[src/rtl/chip8_keypad_scanner.sv]
// 4x4 hex keypad scanner feeding the chip8 core.
// Column strobe, row sync, per-key debounce and a newest-press latch.
module chip8_keypad_scanner #(
    parameter int COL_CYCLES     = 1000,
    parameter int DEBOUNCE_SCANS = 4
) (
    input  logic        clk,
    input  logic        reset_n,
    input  logic [3:0]  keypad_rows,
    output logic [3:0]  keypad_cols,
    input  logic        clear_newest_key_down,
    output logic [15:0] input_keys,
    output logic [4:0]  newest_key_down
);

    localparam int DW = $clog2(COL_CYCLES);
    localparam int CW = $clog2(DEBOUNCE_SCANS + 1);
    localparam logic [DW-1:0] DWELL_LAST = DW'(COL_CYCLES - 1);
    localparam logic [CW-1:0] DEB_LAST   = CW'(DEBOUNCE_SCANS - 1);
    localparam logic [4:0]    NO_KEY     = 5'd16;

    logic [3:0]    row_m;
    logic [3:0]    row_q;
    logic [3:0]    row_s;
    logic [DW-1:0] dwell;
    logic [1:0]    col_idx;
    logic [1:0]    col_nxt;
    logic          sample;

    logic [CW-1:0] deb_cnt [16];
    logic [CW-1:0] cnt_nxt [16];
    logic [15:0]   keys_nxt;
    logic [15:0]   rise;
    logic [4:0]    newest_nxt;

    function automatic logic [3:0] key_at(
        input logic [1:0] r,
        input logic [1:0] c
    );
        logic [3:0] v;
        case ({r, c})
            4'b00_00: v = 4'h1;
            4'b00_01: v = 4'h2;
            4'b00_10: v = 4'h3;
            4'b00_11: v = 4'hC;
            4'b01_00: v = 4'h4;
            4'b01_01: v = 4'h5;
            4'b01_10: v = 4'h6;
            4'b01_11: v = 4'hD;
            4'b10_00: v = 4'h7;
            4'b10_01: v = 4'h8;
            4'b10_10: v = 4'h9;
            4'b10_11: v = 4'hE;
            4'b11_00: v = 4'hA;
            4'b11_01: v = 4'h0;
            4'b11_10: v = 4'hB;
            default:  v = 4'hF;
        endcase
        return v;
    endfunction

    assign row_s   = ~row_q;
    assign sample  = (dwell == DWELL_LAST);
    assign col_nxt = col_idx + 2'd1;

    // Rows are asynchronous to clk; two flops before any decision.
    always_ff @(posedge clk or negedge reset_n) begin
        if (!reset_n) begin
            row_m <= 4'b1111;
            row_q <= 4'b1111;
        end else begin
            row_m <= keypad_rows;
            row_q <= row_m;
        end
    end

    always_ff @(posedge clk or negedge reset_n) begin
        if (!reset_n) begin
            dwell       <= '0;
            col_idx     <= 2'd0;
            keypad_cols <= 4'b1110;
        end else if (sample) begin
            dwell       <= '0;
            col_idx     <= col_nxt;
            keypad_cols <= ~(4'b0001 << col_nxt);
        end else begin
            dwell <= dwell + 1'b1;
        end
    end

    always_comb begin
        logic [3:0] k;
        k        = 4'h0;
        keys_nxt = input_keys;
        rise     = '0;
        for (int i = 0; i < 16; i++) cnt_nxt[i] = deb_cnt[i];
        if (sample) begin
            for (int r = 0; r < 4; r++) begin
                k = key_at(2'(r), col_idx);
                if (row_s[r] == input_keys[k]) begin
                    cnt_nxt[k] = '0;
                end else if (deb_cnt[k] == DEB_LAST) begin
                    keys_nxt[k] = row_s[r];
                    rise[k]     = row_s[r];
                    cnt_nxt[k]  = '0;
                end else begin
                    cnt_nxt[k] = deb_cnt[k] + 1'b1;
                end
            end
        end
    end

    // A fresh press outranks a clear; the lowest hex value wins ties.
    always_comb begin
        newest_nxt = newest_key_down;
        if (clear_newest_key_down) newest_nxt = NO_KEY;
        for (int i = 15; i >= 0; i--) begin
            if (rise[i]) newest_nxt = 5'(i);
        end
    end

    always_ff @(posedge clk or negedge reset_n) begin
        if (!reset_n) begin
            input_keys      <= '0;
            newest_key_down <= NO_KEY;
            for (int i = 0; i < 16; i++) deb_cnt[i] <= '0;
        end else begin
            input_keys      <= keys_nxt;
            newest_key_down <= newest_nxt;
            for (int i = 0; i < 16; i++) deb_cnt[i] <= cnt_nxt[i];
        end
    end

endmodule

[config.mk]
export PLATFORM = sky130hd
export DESIGN_NAME = chip8_keypad_scanner
export DESIGN_NICKNAME = d
export VERILOG_FILES = /design/src/rtl/chip8_keypad_scanner.sv
export SDC_FILE = /design/constraint.sdc
export NUM_CORES = 1
export LEC_CHECK = 0
export ABC_AREA = 0
export BUFFER_PORTS_ARGS = -buffer_cell sky130_fd_sc_hd__buf_4
export CAP_MARGIN = 20
export CORE_MARGIN = 5
export CORE_UTILIZATION = 65
export CTS_BUF_LIST = sky130_fd_sc_hd__clkbuf_16
export DETAILED_ROUTE_END_ITERATION = 8
export HOLD_SLACK_MARGIN = 0.02
export PLACE_DENSITY = 0.89
export SLEW_MARGIN = 20
export SYNTH_ARGS = -nofsm -noshare
export SYNTH_HDL_FRONTEND = slang
export SYNTH_SLANG_ARGS = --single-unit
[constraint.sdc]
create_clock -name clk -period 9.95 [get_ports clk]
set_input_delay 0.995 -clock clk [delete_from_list [all_inputs] [get_ports clk]]
set_output_delay 0.995 -clock clk [all_outputs]
set_load 0.02 [all_outputs]
Yosys cells after proc, flatten, opt, wreduce, memory -nomap -nowiden. Index checks and enable logic that the tools add are counted.

Bits in registers: 93. Output and inout bits: 25. Word-level logic and storage cells: 190.

Bitwise gates (word level): 15. $lt $le $gt $ge: 16. Equality and inequality tests: 12. Reductions and logical operators: 10. Shifts and indexed selects: 1. Muxes and demuxes: 107. $add $sub $neg: 6.

Operators by type and width (count): $mux 48 (11); $mux 16 (23); $and 48x48->48 (4); $bwmux 48 (4); $not 48->48 (4); $bwmux 16 (7); $mux 5 (17); $bmux 3 s4 (4); $demux 3 s4 (4); $pmux 4 s4 (3); $mux 3 (12); $ge 5x5->1 const B (4); $lt 4x5->1 const B (4); $lt 5x1->1 const B (4); $not 4->5 (4); $reduce_bool 17->1 (1); $and 16x16->16 (1); $bmux 1 s4 (4); $demux 1 s4 (4); $ge 4x1->1 const B (4); $mux 4 (4); $add 3x1->3 const B (4); $eq 3x2->1 const B (4); $pmux 4 s3 (1); 12 further kinds (31).

Logic depth before layout (Yosys ltp). Gate-level depths: netlist of the first run.

Depth after elaboration: 39. Mapped depth: 22. Depth with buffers taken out: 17.

Least setup slack after synthesis of the first run. No wires, ideal clock.

Kind: flip-flop to flip-flop. Start: register col_idx[0]. End: register newest_key_down[3]. Setup time: 0.119 ns. Period minus slack after synthesis: 5.132 ns. Data arrival time: 5.013 ns. Cell stages (with the launch flop): 21. Setup slack: 4.818 ns. Cell sequence: dfrtp_1 > buf_2 > buf_1 > inv_1 > ha_1 > buf_6 > nor2_2 > buf_6 > clkbuf_1 > mux2_2 > mux4_2 > ha_1 > ha_1 > inv_1 > nor2_1 > o31ai_4 > o22ai_1 > a31oi_4 > nor3_2 > or4_4 > o21ba_1.

Cells in the longest elaborated chain, start to end: 39. Elaborated cells between the ends (all ways): 97. Classes of those cells: order compare: 8; eq/ne: 11; mux: 67; bitwise: 5; reduce/logical: 6.

RTL lines: from (decl) (line 26) `logic [1:0] col_idx;`; from (signal assigned) (line 84) `col_idx <= col_nxt;`; $eq 2x2->1, or another cell as far along (line 41) `case ({r, c})`; $pmux 4 s4 (line 41); $mux 4 (line 97) `if (sample) begin`; $lt 4x5->1 (implied by the code), or another cell as far along (line 104) `rise[k] = row_s[r];`; $logic_and 1x1->1 (implied by the code) / $bmux 3 s4 (equally long branches) (line 104, 102); $mux 1 (implied by the code) / $mux 3 (equally long branches) (line 104, 102); $demux 1 s4 / $mux 3 (equally long branches) (line 104, 102); $and 16x16->16 (no source line) / $eq 3x2->1 (equally long branches); [8 not listed]; $mux 16 (line 102) `end else if (deb_cnt[k] == DEB_LAST) begin`; $mux 16 (line 100) `if (row_s[r] == input_keys[k]) begin`; $mux 16 (line 97); $bwmux 16 (line 104); $mux 16 (line 102); $mux 16 * (line 100); $mux 16 * (line 97); $mux 5 (16 in series) (line 118) `if (rise[i]) newest_nxt = 5'(i);`; to (signal assigned) (line 129) `newest_key_down <= newest_nxt;`; to (decl) (line 13) `output logic [4:0] newest_key_down`.

Every way passes the cells marked *; elsewhere a longest branch is shown, timed or not. The select of a mux whose other input is x is not followed. A chain may end at the register's enable or synchronous reset.

Worst setup path after layout of the first run. Same ends and word-level chain as after synthesis.

==> results of run 1 <==
-- critical path, stage by stage, from the launching register on --
cell	delay, ns
dfrtp_1	0.86
ha_1	0.83
nor2b_1	0.57
mux2_2	0.41
mux4_2	0.47
ha_1	0.20
ha_1	0.28
inv_1	0.17
nor2_1	0.12
nand3_1	0.10
o21ai_0	0.12
o311ai_1	0.44
o211ai_2	0.20
or4_4	0.46
o21ba_1	0.19
-- sequential cells by signal, summed over array words and instances, names as in the netlist --
name / cells
newest_key_down: 5
input_keys: 16
row_q: 4
deb_cnt: 48
dwell: 10
keypad_cols: 4
row_m: 4
col_idx: 2
-- cells in the mapped netlist (4+ instances only) --
| master | n | area, sq um |
|---|---|---|
| nor3_1 | 10 | 50.05 |
| o221ai_1 | 4 | 35.03 |
| clkbuf_8 | 6 | 82.58 |
| o22ai_1 | 11 | 68.82 |
| xor2_1 | 6 | 52.55 |
| a21oi_1 | 23 | 115.1 |
| dfrtp_1 | 81 | 2027 |
| ha_1 | 17 | 212.7 |
| a31oi_1 | 9 | 56.30 |
| nand2b_1 | 8 | 50.05 |
| o211ai_1 | 4 | 30.03 |
| nand3_1 | 18 | 90.09 |
| o21a_1 | 9 | 67.56 |
| dfstp_2 | 12 | 315.3 |
| buf_2 | 4 | 20.02 |
| mux4_2 | 11 | 247.7 |
| mux2_2 | 18 | 202.7 |
| mux2i_1 | 20 | 200.2 |
| nor4_1 | 4 | 25.02 |
| o21ai_0 | 70 | 350.3 |
| nand4_1 | 5 | 31.28 |
| and2_1 | 5 | 31.28 |
| inv_1 | 18 | 67.56 |
| nor2_1 | 56 | 210.2 |
| a22oi_1 | 6 | 45.04 |
| o2bb2ai_1 | 4 | 35.03 |
| xnor2_1 | 6 | 52.55 |
| nand3b_1 | 4 | 30.03 |
| clkbuf_1 | 26 | 97.59 |
| nand2_1 | 119 | 446.7 |
-- layer usage --
| metal | track usage, % | up-vias |
|---|---|---|
| li1 | - | 2542 |
| met1 | 47.02 | 2787 |
| met2 | 52.76 | 427 |
| met3 | 8.407 | 77 |
| met4 | 16.50 | 0 |
| met5 | 0 | - |
-- cell families (layout without fill, tap and decap cells) --
family	count (synthesis)	in the layout	synth area share [%]
simple gates	258	258	19.15
compound gates	199	199	23.04
flops	93	93	36.76
buf+inv	62	75	5.086
mux	52	52	10.98
fa+ha+maj	17	17	3.339
xor+xnor	12	12	1.650
-- area by class of cell --
| cell class | instances | share of cell area, % |
|---|---|---|
| repair buffers | 39 | 4.286 |
| inverters | 20 | 1.085 |
| multi-input cells | 538 | 53.63 |
| clock buffers | 9 | 3.255 |
| well taps | 133 | 2.405 |
| flip-flops and latches | 93 | 33.85 |
| clock inverters | 7 | 1.483 |
-- metrics by stage --
step           cells  util, %
2_1_floorplan    693        -
3_3_place_gp     822    67.95
3_5_place_dp     822    67.95
4_1_cts          838    71.33
5_1_grt          839    71.45
6_report         839    71.45
-- path summary, 6_finish.rpt --
path / start / to / slack [ns] / depth (start not counted)
max: col_idx[0]$_DFFE_PN0N_ / newest_key_down[3]$_DFFE_PN0P_ / 4.41 / 14
min: row_m[2]$_DFF_PN1_ / row_q[2]$_DFF_PN1_ / 0.36 / 0
max reg2reg: col_idx[0]$_DFFE_PN0N_ / newest_key_down[3]$_DFFE_PN0P_ / 4.41 / 14
min reg2reg: row_m[2]$_DFF_PN1_ / row_q[2]$_DFF_PN1_ / 0.36 / 0
max in group asynchronous: reset_n / input_keys[13]$_DFFE_PN0N_ / 8.23 / 2
min in group asynchronous: reset_n / dwell[9]$_DFF_PN0_ / 0.51 / 1
-- report_power, final --
part	switching (W)	leakage, nW	internal (W)	total (W)
registers	0.00000216	1.24	0.000381	0.000383
clock network	0.000158	0.163	0.000224	0.000383
logic	0.0000131	1.49	0.00000406	0.0000171
total	0.000174	2.90	0.000609	0.000783
==> impl_metrics.yaml, run 1 <==
outcome:
  status: "completed"
layout:
  n_antenna_cell: 0
  layout-drive-gt1-share_pct: 18.98
  nets: 725
  final_area_sq_um: 6919
  layout_commonest_cell: "nand2_1"
  final_cell_mix: "119 x nand2_1, 81 x dfrtp_1, 70 x o21ai_0, 56 x nor2_1, 38 x buf_4"
  multi_input_area_sq_um: 3711
  seq_area_sq_um: 2342
  nFillCells: 716
  syn_to_final_growth_pct: 8.602
floorplanning:
  coreArea_sq_um: 9684
  fp.dieH_um: 109.0
  die_area_sq_um: 11880
  rows: 36
  start_util_pct: 65.79
  die_x_um: 109.0
  io_pins: 32
critical_path:
  start_kind: "flop"
  end_kind: "flop"
  crit_type: "reg2reg"
  required_ns: 10.20
  critPathMaxFanout: 18
  critPathArrivalTime_ns: 5.78
placed_design:
  dpl.hpwl_mm: 13.84
  gp_congestion: 1.006
  pre_cts_ws_ns: 4.201
  port_buffers: 31
  place_area_sq_um: 6580
power_and_ir_drop:
  peakVddDrop_uv: 123.2
  cellLeakagePower_nw: 2.897
  power_w: 0.0007829
  p_per_area_nw_per_um2: 113.1
grt:
  grt_pass1_wl_mm: 31.09
  grt_pass1_vias: 5597
  antenna_found_initial: 0
  overflow: 0
  grt_use_total_pct: 34.81
  grt_max_degree: 74
routing:
  drcViolationCount: 0
  dr_wl_met3_mm: 2.284
  firstDrtPassIters: 5
  drt_iter0_markers: 771
  ant_nets: 0
  wl_met1_mm: 7.500
  wl_mm: 19.55
  dr_wl_met2_mm: 8.899
  via_per_inst: 6.952
  wire_per_inst_um: 23.30
  top_layer: "met4"
  vias: 5833
timing:
  skew_ns: 0.01291
  slew_headroom_pct: 25.93
  fmax_mhz: 180.6
  fin_crit_sh_pct: 55.64
  rsz0062_at_grt: "no"
  fin_hold_ws_ns: 0.3568
  slew_viol_final: 0
  fin_ws_ns: 4.413
  tightest_slew_ns: 1.107
  fin_crit_ns: 5.537
  hold_viol: 0
  finalSetupViolCount: 0
  fin_setup_tns_ns: 0
cts:
  hold_buffers: 0
  clk_pin_slew_worst_paths_ns: 0.07
  postCtsSetupBuffers: 0
  cts_tree: "yes"
  clock_path_buffers: 2
  root_buffer: "clkbuf_16"
  worst_skew_pair.late_latency_ns: 0.36
  htreeDepth: 3
  cts_resized: 0
  cts_made_buffers: 9
  cts_sinks: 93
synth:
  netlist_area_sq_um: 6371
  synth_flop_cell: "dfrtp_1"
  ys_ff_latch: 93
  ys_seq_area_share_pct: 36.76
  synthArstFlopShare_pct: 100.0
  syn_avg_cell_area_sq_um: 9.194
  synth_cell_type_count: 94
  syn-num-nets: 717
  synthCells: 693
  synth_edf_count: 0
  yosysWarnings: 0
run:
  cap_violations: 0
worst_hold_path:
  worstHoldPathType: "reg2reg"
No activity file was read; power rests on OpenSTA's default activity.
==> run 2, diff against run 1 <==
- CORE_UTILIZATION: 65 -> 62
- PLACE_DENSITY: 0.89 -> 0.86
- clock period: 9.95 -> 5.5 ns (I/O delays scaled with it)
==> run 2 against run 1 <==
Utilization shrank 3.3 points; non-clock buffer count grew 5; count of clock-buffer cells in the layout is the same; die area grew 4.4%; fmax grew 18%; largest cell class unchanged; via count is essentially flat; worst setup slack lost 3.6 ns; flip-flop and latch count is the same; global-route usage shrank 2.5 points; critical path type unchanged.
==> impl_metrics.yaml, run 2 (synthesis results as in run 1) <==
layout:
  nFillCells: 820
  reg_top3: "deb_cnt x48, input_keys x16, dwell x10"
  n_antenna_cell: 0
  final_cell_mix: "119 x nand2_1, 81 x dfrtp_1, 70 x o21ai_0, 56 x nor2_1, 44 x buf_4"
  layout-drive-gt1-share_pct: 19.27
  regMostFlops: "deb_cnt"
  largest_reg_flops: 48
  layout_commonest_cell: "nand2_1"
  nets: 730
  final_cells: 847
  syn_to_final_growth_pct: 8.995
  final_area_sq_um: 6944
timing:
  fin_setup_tns_ns: 0
  fin_crit_sh_pct: 85.03
  slew_headroom_pct: 27.70
  skew_ns: 0.01240
  hold_viol: 0
  finalSetupViolCount: 0
  fmax_mhz: 213.8
  slew_viol_final: 0
  fin_hold_ws_ns: 0.1370
  fin_ws_ns: 0.8234
  fin_crit_ns: 4.677
  tightest_slew_ns: 1.082
  rsz0062_at_grt: "no"
grt:
  antenna_found_initial: 0
  grt_pass1_wl_mm: 31.43
  grt_use_total_pct: 32.35
  grt_max_degree: 59
  overflow: 0
  grt_pass1_vias: 5637
critical_path:
  rr_startpoint: "col_idx[1]$_DFFE_PN0N_"
  r2r_cells: 17
  end_kind: "flop"
  critPathArrivalTime_ns: 4.93
  critPathMaxFanout: 18
  cp-endpoint: "newest_key_down[1]$_DFFE_PN0P_"
  r2r_end: "newest_key_down[1]$_DFFE_PN0P_"
  ff2ff_setup_slack_ns: 0.82
  cp-startpoint: "col_idx[1]$_DFFE_PN0N_"
  crit_type: "reg2reg"
  required_ns: 5.75
  start_kind: "flop"
placed_design:
  pre_cts_ws_ns: 0.9872
  gp_congestion: 1.039
  placedCellCount: 831
  port_buffers: 31
  dpl.hpwl_mm: 14.09
  place_area_sq_um: 6629
routing:
  via_per_inst: 6.885
  vias: 5832
  drcViolationCount: 0
  drt_iter0_markers: 944
  ant_nets: 0
  wire_per_inst_um: 23.13
  wl_mm: 19.60
  firstDrtPassIters: 6
floorplanning:
  coreArea_sq_um: 10180
  start_util_pct: 62.56
  die_area_sq_um: 12400
  fp.dieH_um: 111.4
  rows: 37
  io_pins: 32
  die_x_um: 111.4
power_and_ir_drop:
  p_per_area_nw_per_um2: 201.2
  cellLeakagePower_nw: 2.920
  peakVddDrop_uv: 252.5
cts:
  clk_pin_slew_worst_paths_ns: 0.07
  root_buffer: "clkbuf_16"
  cts_made_buffers: 9
  cts_resized: 0
  worst_skew_pair.late_latency_ns: 0.37
  cts_tree: "yes"
  postCtsSetupBuffers: 0
  htreeDepth: 3
  hold_buffers: 0
  cts_sinks: 93
  clock_path_buffers: 2
worst_hold_path:
  worstHoldPathType: "in2async"
outcome:
  status: "completed"
run:
  cap_violations: 0
==> run 2: critical path: stages, from the launching register on <==
cell	delay, ns
dfrtp_1	0.43
inv_1	0.13
ha_1	0.69
inv_1	0.33
and2_1	0.23
a311oi_1	0.25
a21oi_1	0.13
inv_1	0.09
ha_1	0.15
ha_1	0.37
inv_1	0.16
nor2_1	0.33
o31ai_4	0.20
a21o_1	0.20
a221oi_1	0.26
o21ai_0	0.13
a41o_1	0.28
a31o_1	0.22
==> run 2: stage by stage <==
stage / power (W) / util, %
4_1_cts: 0.001408 / 68.18
6_report: 0.001397 / 68.18
2_1_floorplan: 0.0007151 / -
3_3_place_gp: 0.0007356 / 65.09
5_1_grt: 0.001443 / 68.18
3_5_place_dp: 0.0007366 / 65.09
==> run 2: layer usage <==
| metal | GRT usage, % | vias up | routed length, um |
|---|---|---|---|
| met2 | 49.18 | 418 | 8943 |
| met3 | 7.554 | 70 | 2146 |
| met5 | 0 | - | 0 |
| met4 | 13.22 | 0 | 669 |
| li1 | - | 2547 | - |
| met1 | 44.97 | 2797 | 7836 |
==> run 2: final cells by class <==
cell class	count	area, sq um	share of cell area [%]
clock inverters	7	90.09	1.297
multi-input cells	538	3711	53.44
well taps	136	170.2	2.450
flip-flops and latches	93	2342	33.73
clock buffers	9	225.2	3.243
inverters	20	75.07	1.081
repair buffers	44	330.3	4.757
==> run 2: how the worst min path moves through the flow <==
stage,startpoint,slack (ns),depth (start not counted),endpoint
6_report,reset_n,0.14,1,deb_cnt[40]$_DFFE_PN0P_
5_1_grt,reset_n,0.18,1,input_keys[12]$_DFFE_PN0N_
4_1_cts,reset_n,0.14,1,input_keys[12]$_DFFE_PN0N_
3_5_place_dp,row_m[2]$_DFF_PN1_,0.35,0,row_q[2]$_DFF_PN1_
3_3_place_gp,row_m[1]$_DFF_PN1_,0.35,0,row_q[1]$_DFF_PN1_
2_1_floorplan,reset_n,0.25,0,col_idx[0]$_DFFE_PN0N_
==> run 2: power breakdown <==
group / internal (W) / total, W / switching [W]
registers: 0.000689 / 0.000693 / 0.00000391
logic: 0.00000737 / 0.0000310 / 0.0000237
clock network: 0.000396 / 0.000673 / 0.000276
total: 0.00109 / 0.00140 / 0.000304
